[config.mk]
export PLATFORM = sky130hd
export DESIGN_NAME = huff_freq_ctrl_flat
export DESIGN_NICKNAME = d
export VERILOG_FILES = /design/src/rtl/huff_freq_ctrl_if.sv /design/src/rtl/huff_freq_ctrl.sv /design/src/flat_wrapper.sv
export SDC_FILE = /design/constraint.sdc
export NUM_CORES = 1
export LEC_CHECK = 0
export BUFFER_PORTS_ARGS = -buffer_cell sky130_fd_sc_hd__buf_2
export CORE_UTILIZATION = 55
export CTS_CLUSTER_DIAMETER = 100
export DETAILED_ROUTE_END_ITERATION = 6
export PLACE_DENSITY = 0.75
export SYNTH_ARGS = -nofsm -noshare
export SYNTH_HDL_FRONTEND = slang
export SYNTH_SLANG_ARGS = --single-unit
[constraint.sdc]
create_clock -name clk -period 3.9 [get_ports clk]
set_input_delay 0.195 -clock clk [delete_from_list [all_inputs] [get_ports clk]]
set_output_delay 0.195 -clock clk [all_outputs]
set_load 0.1 [all_outputs]
[src/rtl/huff_freq_ctrl_if.sv]
// huff_freq_ctrl_if: symbol-stream and frequency-report handshake bundle
interface huff_freq_ctrl_if #(
  parameter int SYM_BITS = 3,
  parameter int CNT_BITS = 8
);
  logic [SYM_BITS-1:0] sym_in;
  logic                sym_valid;
  logic                sym_last;
  logic                sym_ready;
  logic [SYM_BITS-1:0] freq_sym;
  logic [CNT_BITS-1:0] freq_cnt;
  logic                freq_valid;
  logic                freq_ready;
  modport master (
    output sym_in, sym_valid, sym_last, freq_ready,
    input  sym_ready, freq_sym, freq_cnt, freq_valid
  );
  modport slave (
    input  sym_in, sym_valid, sym_last, freq_ready,
    output sym_ready, freq_sym, freq_cnt, freq_valid
  );
endinterface

[src/rtl/huff_freq_ctrl.sv]
// huff_freq_ctrl: per-block symbol frequency tally with ordered count dump
module huff_freq_ctrl #(
  parameter int SYM_BITS = 3,
  parameter int CNT_BITS = 8
) (
  input  logic            clk,
  input  logic            n_rst,
  input  logic            start,
  huff_freq_ctrl_if.slave bus,
  output logic            busy,
  output logic            done,
  output logic            sat_flag
);
  localparam int NUM_SYM = 2 ** SYM_BITS;
  typedef enum logic [2:0] {IDLE, CLEAR, COUNT, DUMP, FIN} state_t;
  state_t              state_q, state_d;
  logic [CNT_BITS-1:0] cnt_q [NUM_SYM];
  logic [CNT_BITS-1:0] cnt_d [NUM_SYM];
  logic [SYM_BITS-1:0] idx_q, idx_d;
  logic                sat_q, sat_d;
  always_comb begin
    state_d = state_q;
    cnt_d   = cnt_q;
    idx_d   = idx_q;
    sat_d   = sat_q;
    case (state_q)
      IDLE:  state_d = start ? CLEAR : IDLE;
      CLEAR: begin
        cnt_d   = '{default: '0};
        idx_d   = '0;
        sat_d   = 1'b0;
        state_d = COUNT;
      end
      COUNT: if (bus.sym_valid) begin
        if (&cnt_q[bus.sym_in]) sat_d = 1'b1;
        else cnt_d[bus.sym_in] = cnt_q[bus.sym_in] + 1'b1;
        state_d = bus.sym_last ? DUMP : COUNT;
      end
      DUMP: if (bus.freq_ready) begin
        idx_d   = idx_q + 1'b1;
        state_d = &idx_q ? FIN : DUMP;
      end
      FIN:     state_d = IDLE;
      default: state_d = IDLE;
    endcase
  end
  always_ff @(posedge clk or negedge n_rst) begin
    if (!n_rst) begin
      state_q <= IDLE;
      cnt_q   <= '{default: '0};
      idx_q   <= '0;
      sat_q   <= 1'b0;
    end else begin
      state_q <= state_d;
      cnt_q   <= cnt_d;
      idx_q   <= idx_d;
      sat_q   <= sat_d;
    end
  end
  assign bus.sym_ready  = state_q == COUNT;
  assign bus.freq_valid = state_q == DUMP;
  assign bus.freq_sym   = idx_q;
  assign bus.freq_cnt   = cnt_q[idx_q];
  assign busy           = state_q != IDLE;
  assign done           = state_q == FIN;
  assign sat_flag       = sat_q;
endmodule

[src/flat_wrapper.sv]
// flat-port wrapper written by rule: the top's interface ports become plain ports
module huff_freq_ctrl_flat 
#(
  parameter int SYM_BITS = 3,
  parameter int CNT_BITS = 8
)
  (clk, n_rst, start, busy, done, sat_flag, bus_sym_in, bus_sym_valid, bus_sym_last, bus_freq_ready, bus_sym_ready, bus_freq_sym, bus_freq_cnt, bus_freq_valid);
  huff_freq_ctrl_if #(.SYM_BITS(SYM_BITS), .CNT_BITS(CNT_BITS)) bus_i ();
  input  logic clk;
  input  logic n_rst;
  input  logic start;
  output logic busy;
  output logic done;
  output logic sat_flag;
  input wire logic [$bits(bus_i.sym_in)-1:0] bus_sym_in;
  input wire logic [$bits(bus_i.sym_valid)-1:0] bus_sym_valid;
  input wire logic [$bits(bus_i.sym_last)-1:0] bus_sym_last;
  input wire logic [$bits(bus_i.freq_ready)-1:0] bus_freq_ready;
  output wire logic [$bits(bus_i.sym_ready)-1:0] bus_sym_ready;
  output wire logic [$bits(bus_i.freq_sym)-1:0] bus_freq_sym;
  output wire logic [$bits(bus_i.freq_cnt)-1:0] bus_freq_cnt;
  output wire logic [$bits(bus_i.freq_valid)-1:0] bus_freq_valid;
  assign bus_i.sym_in = bus_sym_in;
  assign bus_i.sym_valid = bus_sym_valid;
  assign bus_i.sym_last = bus_sym_last;
  assign bus_i.freq_ready = bus_freq_ready;
  assign bus_sym_ready = bus_i.sym_ready;
  assign bus_freq_sym = bus_i.freq_sym;
  assign bus_freq_cnt = bus_i.freq_cnt;
  assign bus_freq_valid = bus_i.freq_valid;
  huff_freq_ctrl #(.SYM_BITS(SYM_BITS), .CNT_BITS(CNT_BITS)) u_core (.clk(clk), .n_rst(n_rst), .start(start), .bus(bus_i), .busy(busy), .done(done), .sat_flag(sat_flag));
endmodule
* Yosys cells after proc, flatten, opt, wreduce, memory -nomap -nowiden
Cells that the tools add are included.
** Word-level totals
- Register bits after elaboration :: 71
- Input port bits :: 9
- Output and inout bits :: 16
** Operators by class
- $add $sub $neg :: 2
- Magnitude comparators :: 3
- Equality and inequality tests :: 8
- Muxes and demuxes :: 23
- Bitwise logic cells :: 2
- Reductions and logical operators :: 11
** Operator list (number)
- 64-bit two-way mux :: 2
- 64-bit case mux with 2 select lines :: 1
- 64-bit bitwise mux :: 1
- 8-bit binary-select mux with 3-bit select :: 2
- 8-bit two-way mux :: 5
- 8-bit demux with 3-bit select :: 1
- 3-bit two-way mux :: 4
- 3-bit case mux with 4 select lines :: 1
- 3-bit AND reduction :: 3
- 8-bit by 1-bit adder with 8-bit output, second input constant :: 1
- 4-bit greater-or-equal comparator, second input constant :: 2
- 3-bit NOT with 4-bit output :: 2
- 8-bit AND reduction :: 1
- 3-bit by 2-bit == test with 1-bit output, second input constant :: 2
- 2-bit inequality test, second input constant :: 3
- 3-bit case mux with 2 select lines :: 1
- 4-bit by 1-bit less-than comparator with 1-bit output, second input constant :: 1
- 1-bit two-way mux :: 4
- 2-bit AND reduction :: 2
- 2-bit nonzero test :: 2
- 3-bit by 1-bit adder with 3-bit output, second input constant :: 1
- 3-bit by 1-bit == test with 1-bit output, second input constant :: 1
- 3-bit == test, second input constant :: 1
- 3-bit logical NOT :: 1
- other kinds (4) :: 4

* Longest topological paths before layout
- Word-level depth :: 9
- Depth in mapped cells :: 14
- Mapped depth without buffers :: 10

* Least setup slack after synthesis
Ideal clock, no wire load.
- Path kind :: register -> output
- Start point :: reg u_core.idx_q[0] (netlist: u_core.bus.freq_sym[0])
- End point :: out bus_freq_cnt[0]
- Arrival time :: 3.153 ns
- Setup slack :: 0.552 ns
- Cell stages (with the launch flop) :: 6
- Path buffers :: 2
- Cells stage by stage :: dfrtp_1 -> clkbuf_1 -> clkbuf_1 -> mux4_2 -> nand2_1 -> nand2_1
** Between the ends
- Longest elaborated chain between the ends :: 4
** Ends and longest elaborated chain
- start: declaration :: RTL line huff_freq_ctrl.sv:19 : logic [SYM_BITS-1:0] idx_q, idx_d;
- start signal: assignment :: RTL line huff_freq_ctrl.sv:56 : idx_q <= idx_d;
- 3-bit NOT with 4-bit output (implied by the code) :: RTL line huff_freq_ctrl.sv:63 : assign bus.freq_cnt = cnt_q[idx_q];
- 8-bit binary-select mux with 3-bit select :: RTL line huff_freq_ctrl.sv:63
- 8-bit two-way mux (implied by the code) (2 in a row) :: RTL line huff_freq_ctrl.sv:63
- end: declaration :: RTL line flat_wrapper.sv:21 : output wire logic [$bits(bus_i.freq_cnt)-1:0] bus_freq_cnt;
No other way between the ends. The select of a mux whose other input is x is not followed.

* Worst setup path after layout
- Start point :: reg u_core.cnt_q[48] (netlist name)
- End point :: reg u_core.cnt_q[39] (netlist name)
** Between the ends
- Longest elaborated chain between the ends :: 8
** Ends and longest elaborated chain
- start: declaration :: RTL line huff_freq_ctrl.sv:17 : logic [CNT_BITS-1:0] cnt_q [NUM_SYM];
- start signal: assignment :: RTL line huff_freq_ctrl.sv:55 : cnt_q <= cnt_d;
- 8-bit binary-select mux with 3-bit select * :: RTL line huff_freq_ctrl.sv:35, huff_freq_ctrl.sv:36
- 8-bit two-way mux (implied by the code) * (2 in a row) :: RTL line huff_freq_ctrl.sv:35, huff_freq_ctrl.sv:36
- 8-bit by 1-bit adder with 8-bit output :: RTL line huff_freq_ctrl.sv:36 : else cnt_d[bus.sym_in] = cnt_q[bus.sym_in] + 1'b1;
- 64-bit bitwise mux :: RTL line huff_freq_ctrl.sv:36
- 64-bit two-way mux :: RTL line huff_freq_ctrl.sv:35 : if (&cnt_q[bus.sym_in]) sat_d = 1'b1;
- 64-bit two-way mux :: RTL line huff_freq_ctrl.sv:34 : COUNT: if (bus.sym_valid) begin
- 64-bit case mux with 2 select lines :: RTL line huff_freq_ctrl.sv:26 : case (state_q)
Mark *: on every way between the ends. The rest lies on a longest branch, timed or not. The select of a mux whose other input is x is not followed.
A chain may end at the register's enable or synchronous reset.

==> impl_metrics.tcl <==
set metrics [dict create \
    crit_path_max_incr_delay_ps 570 \
    cts_setup_buffers 0 \
    pwr-share-seq 0.360 \
    avgSynthCellArea_um2 11.4 \
    powerDensity_nw_per_um2 654 \
    drc 0 \
    path_max_fanout 9 \
    ant_nets 0 \
    synthesis.area_um2 4100 \
    syn_to_final_growth_pct 8.64 \
    clock-skew-final_ps 15.3 \
    cts_tree "done" \
    swShare 0.484 \
    path_clk_slew_ps 80 \
    cp_slowest_cell "or3_1" \
    ys_types 53 \
    vias_per_cell 7.04 \
    fin_area_um2 4450 \
    setup_viol 0 \
    multi_input_area_um2 2140 \
    cts_made_buffers 9 \
    finalCriticalPeriod_ps 3330 \
    fmax_ghz 0.301 \
    p_total_mw 2.91 \
    post-route-util 0.617 \
    drt_iter0_drc 381 \
    mostFrequentLayoutCells "dfrtp_1 (71), o2bb2ai_1 (41), nand2_1 (40)" \
    final_common_cell "dfrtp_1" \
    final_nets 384 \
    startpoint_type "register" \
    cts_hold_buf 0 \
    overflow 0 \
    arrival_ps 3570 \
    htreeDepth 3 \
    cts_resized 0 \
    leakagePower_nw 1.95 \
    clock_latency_ps 370 \
    wl_per_cell_um 23.3 \
    clkSinkCount 71 \
    die_w_um 88.3 \
    nFillCells 588 \
    slew_headroom 0.273 \
    yosysWarnings 0 \
    synth-main-ff-cell "dfrtp_1" \
    place_congestion 0.886 \
    hold_violations 0 \
    place_ws_ps 481 \
    cts_buffer_depth 2 \
    synthCells 361 \
    dieArea_um2 7800 \
    hpwl_um 7620 \
    finalMaxSlewViolations 0 \
    tightest_slew_ps 1090 \
    layout-drive-gt1-share 0.215 \
    power.internal_mw 1.50 \
    ys_seq_area_frac 0.433 \
    path_class "register to register" \
    die_h_um 88.3 \
    power_frac_clock 0.214 \
    numPortBuffers 24 \
    grt_antenna_before_repair 0 \
    vdd_drop_max_mv 0.359 \
    synth.net_count 373 \
    coreArea_um2 7210 \
    dpl_cell_area_um2 4250 \
    cts_root_buf "clkbuf_8" \
    setup_tns_ps 0 \
    grt_pass1_wl_um 17300 \
    async_flop_share 1.00 \
    cp_cell_sequence "mux2_1 -> a22o_1 -> a211oi_1 -> inv_1 -> ha_1 -> nand3_1 -> nor4_1 -> a211o_1 -> or3_1 -> a32o_1" \
    worst_ep_required_time_ps 4150 \
    hold_class "primary input to asynchronous set/reset pin" \
    maxCapViolCount 0 \
    grt_start_max_net_pins 48 \
    setup_ws_ps 574 \
    post-route-period-util 0.853 \
    initial_core_util 0.568 \
    regArea_um2 1780 \
    num_vias 3349 \
    share_comb_of_total_power 0.426 \
    ys_seq_elements 71 \
    synth-edff-count 0 \
    end_kind "register" \
    rsz0062_at_grt "false" \
    status "completed" \
    switchingPower_mw 1.41 \
    wirelength_um 11100 \
    drt-pass1-iter-count 5 \
    grt_pass1_vias 3092 \
    boundaryPins 25 \
    track_usage 0.308 \
    rows 31 \
    diodes 0 \
]
==> final timing paths <==
kind | from | depth (start not counted) | slack [ps] | to
max in group asynchronous | n_rst | 2 | 2940 | u_core.cnt_q[40]
min in group clk | bus_freq_ready | 2 | 130 | u_core.state_q[1]
worst min-delay path | n_rst | 1 | 20 | u_core.bus.freq_sym[2]
worst max-delay path | u_core.cnt_q[48] | 10 | 570 | u_core.cnt_q[39]
worst min register to register | u_core.cnt_q[38] | 1 | 530 | u_core.cnt_q[38]
worst max register to register | u_core.cnt_q[48] | 10 | 570 | u_core.cnt_q[39]
==> registers in the layout, summed over array words and instances, names as in the netlist <==
signal / flops
u_core.state_q: 3
u_core.sat_flag: 1
u_core.bus.freq_sym: 3
u_core.cnt_q: 64
==> through the flow <==
step / std cells / hold slack, ps
final: 476 / 20.9
after global placement: 460 / 420
after global routing: 476 / 100
after detailed placement: 460 / 448
after CTS: 476 / 56.6
after floorplan: 361 / -101
==> kinds of logic after synthesis <==
kind of cell | after synthesis | synth area share
fa+ha+maj | 3 | 0.00916
buf+inv | 38 | 0.0445
compound gates | 110 | 0.216
xor+xnor | 4 | 0.00855
simple gates | 96 | 0.117
flops | 71 | 0.433
mux | 39 | 0.171
==> power groups by stage <==
stage / combinational (mW) / clock [mW] / sequential [mW]
5_1_grt: 1.32 / 0.660 / 1.07
6_report: 1.24 / 0.623 / 1.05
4_1_cts: 1.23 / 0.630 / 1.04
3_3_place_gp: 1.20 / 0 / 1.05
3_5_place_dp: 1.23 / 0 / 1.05
2_1_floorplan: 1.01 / 0 / 1.02
==> critical path, delay by kind of cell, from the launching register on <==
kind / cells / cell delay, ps
fa+ha+maj: 1 / 250
compound gates: 4 / 1320
mux: 1 / 290
buf+inv: 1 / 90
simple gates: 3 / 840
flops: 1 / 430
==> layer usage <==
layer  up-vias  part of all wire  global-route usage
li1       1424                 -                   -
met4         0             0.028               0.135
met5         -                 0                   0
met2       225              0.43               0.402
met3        34             0.097              0.0765
met1      1666              0.44               0.480
==> area by class of cell <==
class,count,share of cell area
multi-input combinational,252,0.481
sequential,71,0.399
timing repair buffer,33,0.0421
clock buffer,10,0.0309
tap,99,0.0278
clock inverter,6,0.0154
inverter,5,0.00421
==> Yosys cell counts (3+ instances only) <==
cell type,instances,share of area
a211oi_1,4,0.0073
buf_4,3,0.0055
mux4_2,24,0.13
nand3_1,6,0.0073
a21oi_1,12,0.015
nor2_1,8,0.0073
nand2b_1,4,0.0061
a211o_1,4,0.0085
xnor2_1,3,0.0064
mux2_2,3,0.0082
nand2_1,40,0.037
mux2i_1,10,0.024
ha_1,3,0.0092
clkbuf_1,16,0.015
o2bb2ai_1,41,0.088
dfrtp_1,71,0.43
nor2b_1,6,0.0092
o21ai_0,6,0.0073
inv_1,3,0.0027
a32o_1,6,0.015
buf_2,10,0.012
a22o_1,22,0.047
nor3_1,3,0.0037
and3_1,3,0.0046
and2_1,6,0.0092
or3_1,11,0.017
(Power assumes the default switching activity.)
